## src/rtl/button_press_decoder_pkg.sv

```systemverilog
// Shared definitions for the push-button decoder.
//   state_e : classification FSM state (IDLE, PRESSED, LONG), 2-bit encoding.
package button_press_decoder_pkg;

  typedef enum logic [1:0] {
    IDLE    = 2'd0,
    PRESSED = 2'd1,
    LONG    = 2'd2
  } state_e;

endpackage

```

## src/rtl/button_press_decoder_debounce_filter.sv

```systemverilog
// Synchroniser and debounce filter for one raw push-button pin.
// The pin is first normalised so that 1 means pressed, then it passes through
// a SYNC_STAGES flip-flop chain. A change is accepted only after it has been
// seen on enough consecutive synced samples.
// Ports:
//   clk_i      : fabric clock
//   rst_ni     : asynchronous active-low reset
//   btn_raw_i  : raw, unsynchronised button pin
//   level_o    : debounced level, 1 = pressed (registered)
//   rise_o     : level_o rises at the next clock edge (combinational strobe)
//   fall_o     : level_o falls at the next clock edge (combinational strobe)
module debounce_filter #(
  parameter bit ACTIVE_LOW      = 1'b1,
  parameter int SYNC_STAGES     = 2,
  parameter int DEBOUNCE_CYCLES = 200000,
  parameter int CNT_W           = 25
) (
  input  logic clk_i,
  input  logic rst_ni,
  input  logic btn_raw_i,
  output logic level_o,
  output logic rise_o,
  output logic fall_o
);

  localparam logic [CNT_W-1:0] DEB_TERM = CNT_W'(DEBOUNCE_CYCLES);

  logic                   pressed;
  logic [SYNC_STAGES-1:0] sync_q;
  logic                   synced;
  logic [CNT_W-1:0]       cnt_q, cnt_d;
  logic                   level_q, level_d;
  logic                   accept;

  assign pressed = btn_raw_i ^ ACTIVE_LOW;
  assign synced  = sync_q[SYNC_STAGES-1];

  // The flip is taken on the edge after the count has reached DEB_TERM, so the
  // total latency from the first sampling edge is SYNC_STAGES + DEBOUNCE_CYCLES.
  assign accept = (synced != level_q) && (cnt_q >= DEB_TERM);

  always_comb begin
    cnt_d   = cnt_q;
    level_d = level_q;
    if (synced == level_q) begin
      cnt_d = '0;
    end else if (accept) begin
      cnt_d   = '0;
      level_d = ~level_q;
    end else begin
      cnt_d = cnt_q + CNT_W'(1);
    end
  end

  always_ff @(posedge clk_i or negedge rst_ni) begin
    if (!rst_ni) begin
      // Released level after normalisation is 0.
      sync_q  <= '0;
      cnt_q   <= '0;
      level_q <= 1'b0;
    end else begin
      sync_q  <= {sync_q[SYNC_STAGES-2:0], pressed};
      cnt_q   <= cnt_d;
      level_q <= level_d;
    end
  end

  assign level_o = level_q;
  assign rise_o  = accept & ~level_q;
  assign fall_o  = accept &  level_q;

endmodule

```

## src/rtl/button_press_decoder.sv

```systemverilog
// Push-button decoder: debounces one raw button pin and classifies each press
// as short or long, producing single-cycle event pulses for downstream logic.
// Ports:
//   clk           : fabric clock
//   rst_n         : asynchronous active-low reset
//   btn_raw       : raw, unsynchronised button pin
//   btn_level     : debounced level, 1 = pressed
//   press_pulse   : 1-cycle pulse on debounced press
//   release_pulse : 1-cycle pulse on debounced release
//   short_pulse   : 1-cycle pulse on release of a press held < LONG_CYCLES
//   long_pulse    : 1-cycle pulse once a press has been held LONG_CYCLES
//   long_held     : high from long_pulse until release_pulse (inclusive)
module button_press_decoder
  import button_press_decoder_pkg::*;
#(
  parameter bit ACTIVE_LOW      = 1'b1,
  parameter int SYNC_STAGES     = 2,
  parameter int DEBOUNCE_CYCLES = 200000,
  parameter int LONG_CYCLES     = 20000000,
  parameter int CNT_W           = 25
) (
  input  logic clk,
  input  logic rst_n,
  input  logic btn_raw,
  output logic btn_level,
  output logic press_pulse,
  output logic release_pulse,
  output logic short_pulse,
  output logic long_pulse,
  output logic long_held
);

  // Duration counter value seen on the edge that is LONG_CYCLES after press_pulse.
  localparam logic [CNT_W-1:0] LONG_LAST = CNT_W'(LONG_CYCLES - 1);
  localparam logic [CNT_W-1:0] DUR_MAX   = '1;

  logic       rise, fall;
  state_e     state_q;
  logic [CNT_W-1:0] dur_q;
  logic       press_q, release_q, short_q, long_q, long_held_q;

  debounce_filter #(
    .ACTIVE_LOW      (ACTIVE_LOW),
    .SYNC_STAGES     (SYNC_STAGES),
    .DEBOUNCE_CYCLES (DEBOUNCE_CYCLES),
    .CNT_W           (CNT_W)
  ) u_debounce (
    .clk_i     (clk),
    .rst_ni    (rst_n),
    .btn_raw_i (btn_raw),
    .level_o   (btn_level),
    .rise_o    (rise),
    .fall_o    (fall)
  );

  always_ff @(posedge clk or negedge rst_n) begin
    if (!rst_n) begin
      state_q     <= IDLE;
      dur_q       <= '0;
      press_q     <= 1'b0;
      release_q   <= 1'b0;
      short_q     <= 1'b0;
      long_q      <= 1'b0;
      long_held_q <= 1'b0;
    end else begin
      // rise/fall announce the level change on this edge, so the pulses
      // register in the same cycle btn_level changes.
      press_q   <= rise;
      release_q <= fall;
      short_q   <= 1'b0;
      long_q    <= 1'b0;
      case (state_q)
        IDLE: begin
          // long_held stays up through the release cycle and drops here.
          long_held_q <= 1'b0;
          if (rise) begin
            state_q <= PRESSED;
            dur_q   <= '0;
          end
        end
        PRESSED: begin
          // Release is checked first so it wins over a coincident long threshold.
          if (fall) begin
            state_q <= IDLE;
            short_q <= 1'b1;
          end else if (dur_q == LONG_LAST) begin
            state_q     <= LONG;
            long_q      <= 1'b1;
            long_held_q <= 1'b1;
          end else if (dur_q != DUR_MAX) begin
            dur_q <= dur_q + CNT_W'(1);
          end
        end
        LONG: begin
          if (dur_q != DUR_MAX) begin
            dur_q <= dur_q + CNT_W'(1);
          end
          if (fall) begin
            state_q <= IDLE;
          end
        end
        default: begin
          state_q <= IDLE;
        end
      endcase
    end
  end

  assign press_pulse   = press_q;
  assign release_pulse = release_q;
  assign short_pulse   = short_q;
  assign long_pulse    = long_q;
  assign long_held     = long_held_q;

endmodule
```

## config.mk

```make
export PLATFORM = sky130hd
export DESIGN_NAME = button_press_decoder
export DESIGN_NICKNAME = d
export VERILOG_FILES = /design/src/rtl/button_press_decoder_pkg.sv /design/src/rtl/button_press_decoder_debounce_filter.sv /design/src/rtl/button_press_decoder.sv
export SDC_FILE = /design/constraint.sdc
export NUM_CORES = 1
export LEC_CHECK = 0
export ABC_AREA = 1
export CAP_MARGIN = 20
export CORE_MARGIN = 2
export CORE_UTILIZATION = 48
export DETAILED_ROUTE_END_ITERATION = 10
export PLACE_DENSITY_LB_ADDON = 0.2
export SYNTH_ARGS = -nofsm -noshare
export SYNTH_HDL_FRONTEND = slang
export SYNTH_SLANG_ARGS = --single-unit
```

## constraint.sdc

```tcl
create_clock -name clk -period 2.9 [get_ports clk]
set_input_delay 0.87 -clock clk [delete_from_list [all_inputs] [get_ports clk]]
set_output_delay 0.87 -clock clk [all_outputs]
set_load 0.05 [all_outputs]
```

======== Word-level counts from Yosys, hierarchy flattened ========
Index checks and enable logic that the tools add are counted.
W data, S select, Z words.
storage, ports and cells
  register bits after elaboration ......... 60
  output and inout port bits .............. 6
  logic and storage cells ................. 58
cells by class
  add/sub/neg operators ................... 2
  order comparisons ....................... 1
  equality and inequality tests ........... 12
  multiplexer cells ....................... 20
  bitwise logic cells ..................... 5
  reductions and logical operators ........ 8
operator list
  operator                 number
  $mux W25                 6
  $pmux W25 S3             1
  $add A25 B1 Y25 const B  2
  $eq A25 B25 Y1 const B   1
  $ge A25 B18 Y1 const B   1
  $ne A25 B25 Y1 const B   1
  $ne A2 B2 Y1 const B     5
  $mux W2                  4
  $mux W1                  7
  $pmux W2 S3              1
  $reduce_and A3 Y1        2
  $reduce_and A4 Y1        1
  $ne A3 B3 Y1 const B     1
  $not A1 Y1               3
  $reduce_bool A3 Y1       1
  $and A1 B1 Y1            2
  $eq A2 B1 Y1 const B     1
  $eq A2 B2 Y1 const B     1
  $logic_not A2 Y1         1
  $pmux W1 S2              1
  $reduce_and A2 Y1        1
  $reduce_bool A2 Y1       1
  $eq A1 B1 Y1             1
  $logic_and A1 B1 Y1      1
  $ne A1 B1 Y1             1

======== Logic depth before layout (Yosys ltp) ========
  depth after elaboration ................. 5
  gate-level depth with buffers ........... 13
  gate-level depth less buffers ........... 12

======== Hierarchy ========
From an unflattened synthesis, not the netlist that was laid out.
second synthesis, totals
  cell total of the unflattened synthesis .. 493
  area total of the unflattened synthesis .. 3,599.7 sq um
modules (own cells, without submodules)
  module                times used  cells an instance  area each (sq um)  seq. area each (sq um)
  button_press_decoder  1           337                2,237.1            800.8
  debounce_filter       1           156                1,362.6            700.7

======== Worst setup path after synthesis ========
Ideal clock, no wire load.
  path type ............................... flip-flop to flip-flop
  start point ............................. register dur_q[0]
  end point ............................... register dur_q[10]
  arrival time ............................ 1.589 ns
  setup slack ............................. 1.190 ns
  cell stages (with the launch flop) ...... 13
  path buffers ............................ 1
  cells stage by stage .................... dfrtp_1 > ha_1 > nand3_4 > inv_2 > nand2_2 > nor2_4 > nand4_1 > nand2_4 > inv_4 > nand2_8 > buf_8 > o21bai_1 > nand2_1
between the ends
  cells in the longest elaborated chain, start to end .. 5
  elaborated cells on any way between the ends .. 9
  classes of those cells .................. add/sub: 1; eq/ne: 3; mux: 4; reduce/logical: 1
RTL lines
  item                                               RTL line                                                text
  start: declaration                                 button_press_decoder.sv:39                              logic [CNT_W-1:0] dur_q;
  start signal: assignment                           button_press_decoder.sv:91                              dur_q <= dur_q + CNT_W'(1);
  start signal: assignment                           button_press_decoder.sv:96                              dur_q <= dur_q + CNT_W'(1);
  $add A25 B1 Y25 or $ne A25 B25 Y1 (tied branches)  -
  $mux W25                                           button_press_decoder.sv:90, button_press_decoder.sv:95
  $mux W25                                           button_press_decoder.sv:86                              end else if (dur_q == LONG_LAST) begin
  $mux W25                                           button_press_decoder.sv:83                              if (fall) begin
  $pmux W25 S3                                       button_press_decoder.sv:72                              case (state_q)
Parallel ways exist; a longest one is shown, timed or not. The select of a mux whose other input is x is not followed.
A chain may end at the register's enable or synchronous reset.

======== Final worst setup path ========
  start point ............................. register long_held_q, in the netlist long_held
  end point ............................... output port long_held
RTL lines
  item                      RTL line                    text
  start: declaration        button_press_decoder.sv:40  logic press_q, release_q, short_q, long_q, long_held_q;
  start signal: assignment  button_press_decoder.sv:64  long_held_q <= 1'b0;
  start signal: assignment  button_press_decoder.sv:75  long_held_q <= 1'b0;
  start signal: assignment  button_press_decoder.sv:89  long_held_q <= 1'b1;
  end: declaration          button_press_decoder.sv:30  output logic long_held
No word-level cell between the ends.

==> flow_summary.toml <==
[cells_and_area]
nFillCells = 718
final_cells = 611
final_cell_mix = "nand2_1, nor2_1, inv_1, dfrtp_1, nand3_1"
layout-drive-gt1-share = 0.0923
final_common_cell = "nand2_1"
finalInstanceArea_mm2 = 0.00409
regArea_mm2 = 0.00150
multi_input_area_mm2 = 0.00188
layout.nets = 514
antenna_cells = 0
syn_to_final_growth_pct = 9.89

[clocking]
cts_buffer_depth = 2
cts_setup_buffers = 0
clock_latency_ns = 0.35
cts.sinks = 60
ctsHoldBuffers = 0
cts.clk_slew.worst_paths_ns = 0.07
htree_levels = 3
cts.repair.resized = 0
clockRootBuffer = "clkbuf_8"
cts_tree = "built"
cts_buffers = 9

[synth]
yosys.cell_types.count = 39
synth_cells = 488
synth_warnings = 0
ys_seq_elements = 60
yosysTopAreaCellShare = 0.404
netlist_area_mm2 = 0.00372
synth_seq_area_share = 0.404
syn_area_per_cell_um2 = 7.62
synthTopCellsByArea = "dfrtp_1, nand2_1, nor2_1"
yosys.area.top_type = "dfrtp_1"

[sta]
hold_violations = 0
fmax_mhz = 420
fin_crit_sh = 0.821
setup_viol = 0
setup_slack_ns = 0.518
rsz0062_at_grt = "false"
worst_pin_slew_ns = 0.677
period_needed_ns = 2.38
maxSlewHeadroom = 0.548
setup_tns_ns = 0
skew_ns = 0.00963
report.final.slew_viol_count = 0

[route]
drc = 0
vias = 3196
avgRoutedWirePerCell_um = 13.1
antenna_left = 0
dr.pass1.iters = 5
drt-initial-drc-count = 297
vias_per_cell = 5.23
routed_wl_um = 8020

[pwr]
p_comb_frac = 0.210
p_sw_frac = 0.331
ir_worst_vdd_mv = 0.208
power_switching_w = 0.000703
p_seq_frac = 0.424
power.static_leakage_nw = 1.99
intPower_w = 0.00142
p_clk_frac = 0.366
power_density_mw_per_mm2 = 520

[placed_design]
placed_area_mm2 = 0.00388
dp.cells = 595
gp_congestion = 0.884
dp_slack_ns = 0.758
dp_hpwl_um = 5590
io_buffers = 8

[worst_hold_path]
min_path_type = "reg2reg"
holdPathEnd = "u_debounce.sync_q[1]"
whs_path_depth = 0
min_from = "u_debounce.sync_q[0]"

[critical_path]
cp_slowest_stage_delay_ns = 0.81
cp_max_fo = 2
path_cells = "clkdlybuf4s50_1"
crit_type = "reg2out"
cp.arrival_ns = 1.51
r2r_slack_ns = 0.74
required_ns = 2.03
cp_top_family = "buffers and inverters"
r2r-end = "dur_q[14]"
critPathCaptureType = "primary output"
cp-start-kind = "flop"
rr_worst_depth = 6
cp_num_buf_inv = 1
r2r_start = "state_q[1]"
slowest_stage = "clkdlybuf4s50_1"

[status]
status = "finished clean"

[floorplan]
fp.dieH_um = 92.0
num_rows = 32
core_area_mm2 = 0.00761
start_util = 0.489
io_pins = 9
dieArea_mm2 = 0.00847
die_w_um = 92.0

[grt]
grt_pass1_wl_um = 14000
antenna_found_initial = 0
grt_pass1_vias = 3013
grt_max_degree = 61
gr-total-overflow = 0
grt.total_usage = 0.206

[run]
cap_violations = 0
[cell type report]
cell class | instances | area share
Clock inverter | 4 | 0.0116
Sequential cell | 60 | 0.367
Tap cell | 102 | 0.0312
Inverter | 70 | 0.0655
Multi-Input combinational cell | 353 | 0.461
Clock buffer | 12 | 0.0380
Timing Repair Buffer | 10 | 0.0251
[cells in the mapped netlist]
cell type	count
nor3b_2	1
conb_1	1
nor2_4	3
inv_2	4
buf_6	2
a221oi_1	1
nand2_4	4
a31oi_1	1
xor2_1	7
clkbuf_1	2
buf_2	4
dfrtp_1	60
nand4_4	1
inv_4	2
inv_1	63
nor2_2	2
nor2_8	1
nor3b_1	4
nand2_8	1
clkinv_1	1
a21oi_1	13
nor3_1	18
nor3_2	1
and3_1	1
nand2_1	104
nand3_2	3
nor2_1	64
nand4_1	13
nand3_4	1
xnor2_1	2
o21bai_1	26
buf_8	2
ha_1	7
buf_4	1
o21ai_0	16
a21oi_4	1
nand3_1	45
nand2_2	4
o32ai_1	1
[power by group through the flow]
stage | clock [W] | combinational [W] | sequential [W]
after floorplan | 0 | 0.000367 | 0.000925
after global placement | 0 | 0.000448 | 0.000912
after detailed placement | 0 | 0.000449 | 0.000916
after CTS | 0.000805 | 0.000450 | 0.000899
after global routing | 0.000848 | 0.000497 | 0.000902
final | 0.000778 | 0.000445 | 0.000901
[worst max-delay path by stage]
stage | start | endpoint | cells past startpoint
finish | long_held | long_held | 1
detailed placement | dur_q[0] | dur_q[21] | 10
floorplan | dur_q[0] | dur_q[10] | 12
CTS | long_held | long_held | 1
global placement | dur_q[0] | dur_q[20] | 10
global route | long_held | long_held | 1
[worst register-to-register path: cells and delay by family, from the launching register on]
| family | cells | cell delay (ns) |
|---|---|---|
| buf+inv | 2 | 0.65 |
| simple gates | 3 | 0.53 |
| flops | 1 | 0.41 |
| fa+ha+maj | 1 | 0.51 |
[flip-flops by register name, summed over array words and instances (netlist names)]
register / flops
dur_q: 25
long_held: 1
long_pulse: 1
press_pulse: 1
release_pulse: 1
short_pulse: 1
state_q: 2
u_debounce.cnt_q: 25
u_debounce.level_o: 1
u_debounce.sync_q: 2
[routing by layer]
layer  global-route usage  wire length (um)  share of wire
met5                    0                 0              0
met4               0.0622                93          0.012
met3               0.0592               395          0.049
met2                0.330              3620           0.45
met1                0.272              3910           0.49
[cell families after synthesis]
logic type | Yosys count | share of synthesized area
AOI/OAI and AO/OA | 59 | 0.102
xor gates and xnor gates | 9 | 0.0212
adders and majority gates | 7 | 0.0236
buffers and inverters | 81 | 0.0956
DFF | 60 | 0.404
other | 1 | 0.00101
and+or+nand+nor | 271 | 0.353
[stage by stage]
| step | utilization | hold WS [ns] | total power, W |
|---|---|---|---|
| after floorplan | - | 0.331 | 0.00129 |
| after global placement | 0.511 | 0.351 | 0.00136 |
| after detailed placement | 0.511 | 0.349 | 0.00136 |
| after CTS | 0.537 | 0.365 | 0.00215 |
| after global routing | 0.537 | 0.392 | 0.00225 |
| final | 0.537 | 0.363 | 0.00212 |
No activity file was read; power rests on OpenSTA's default activity.
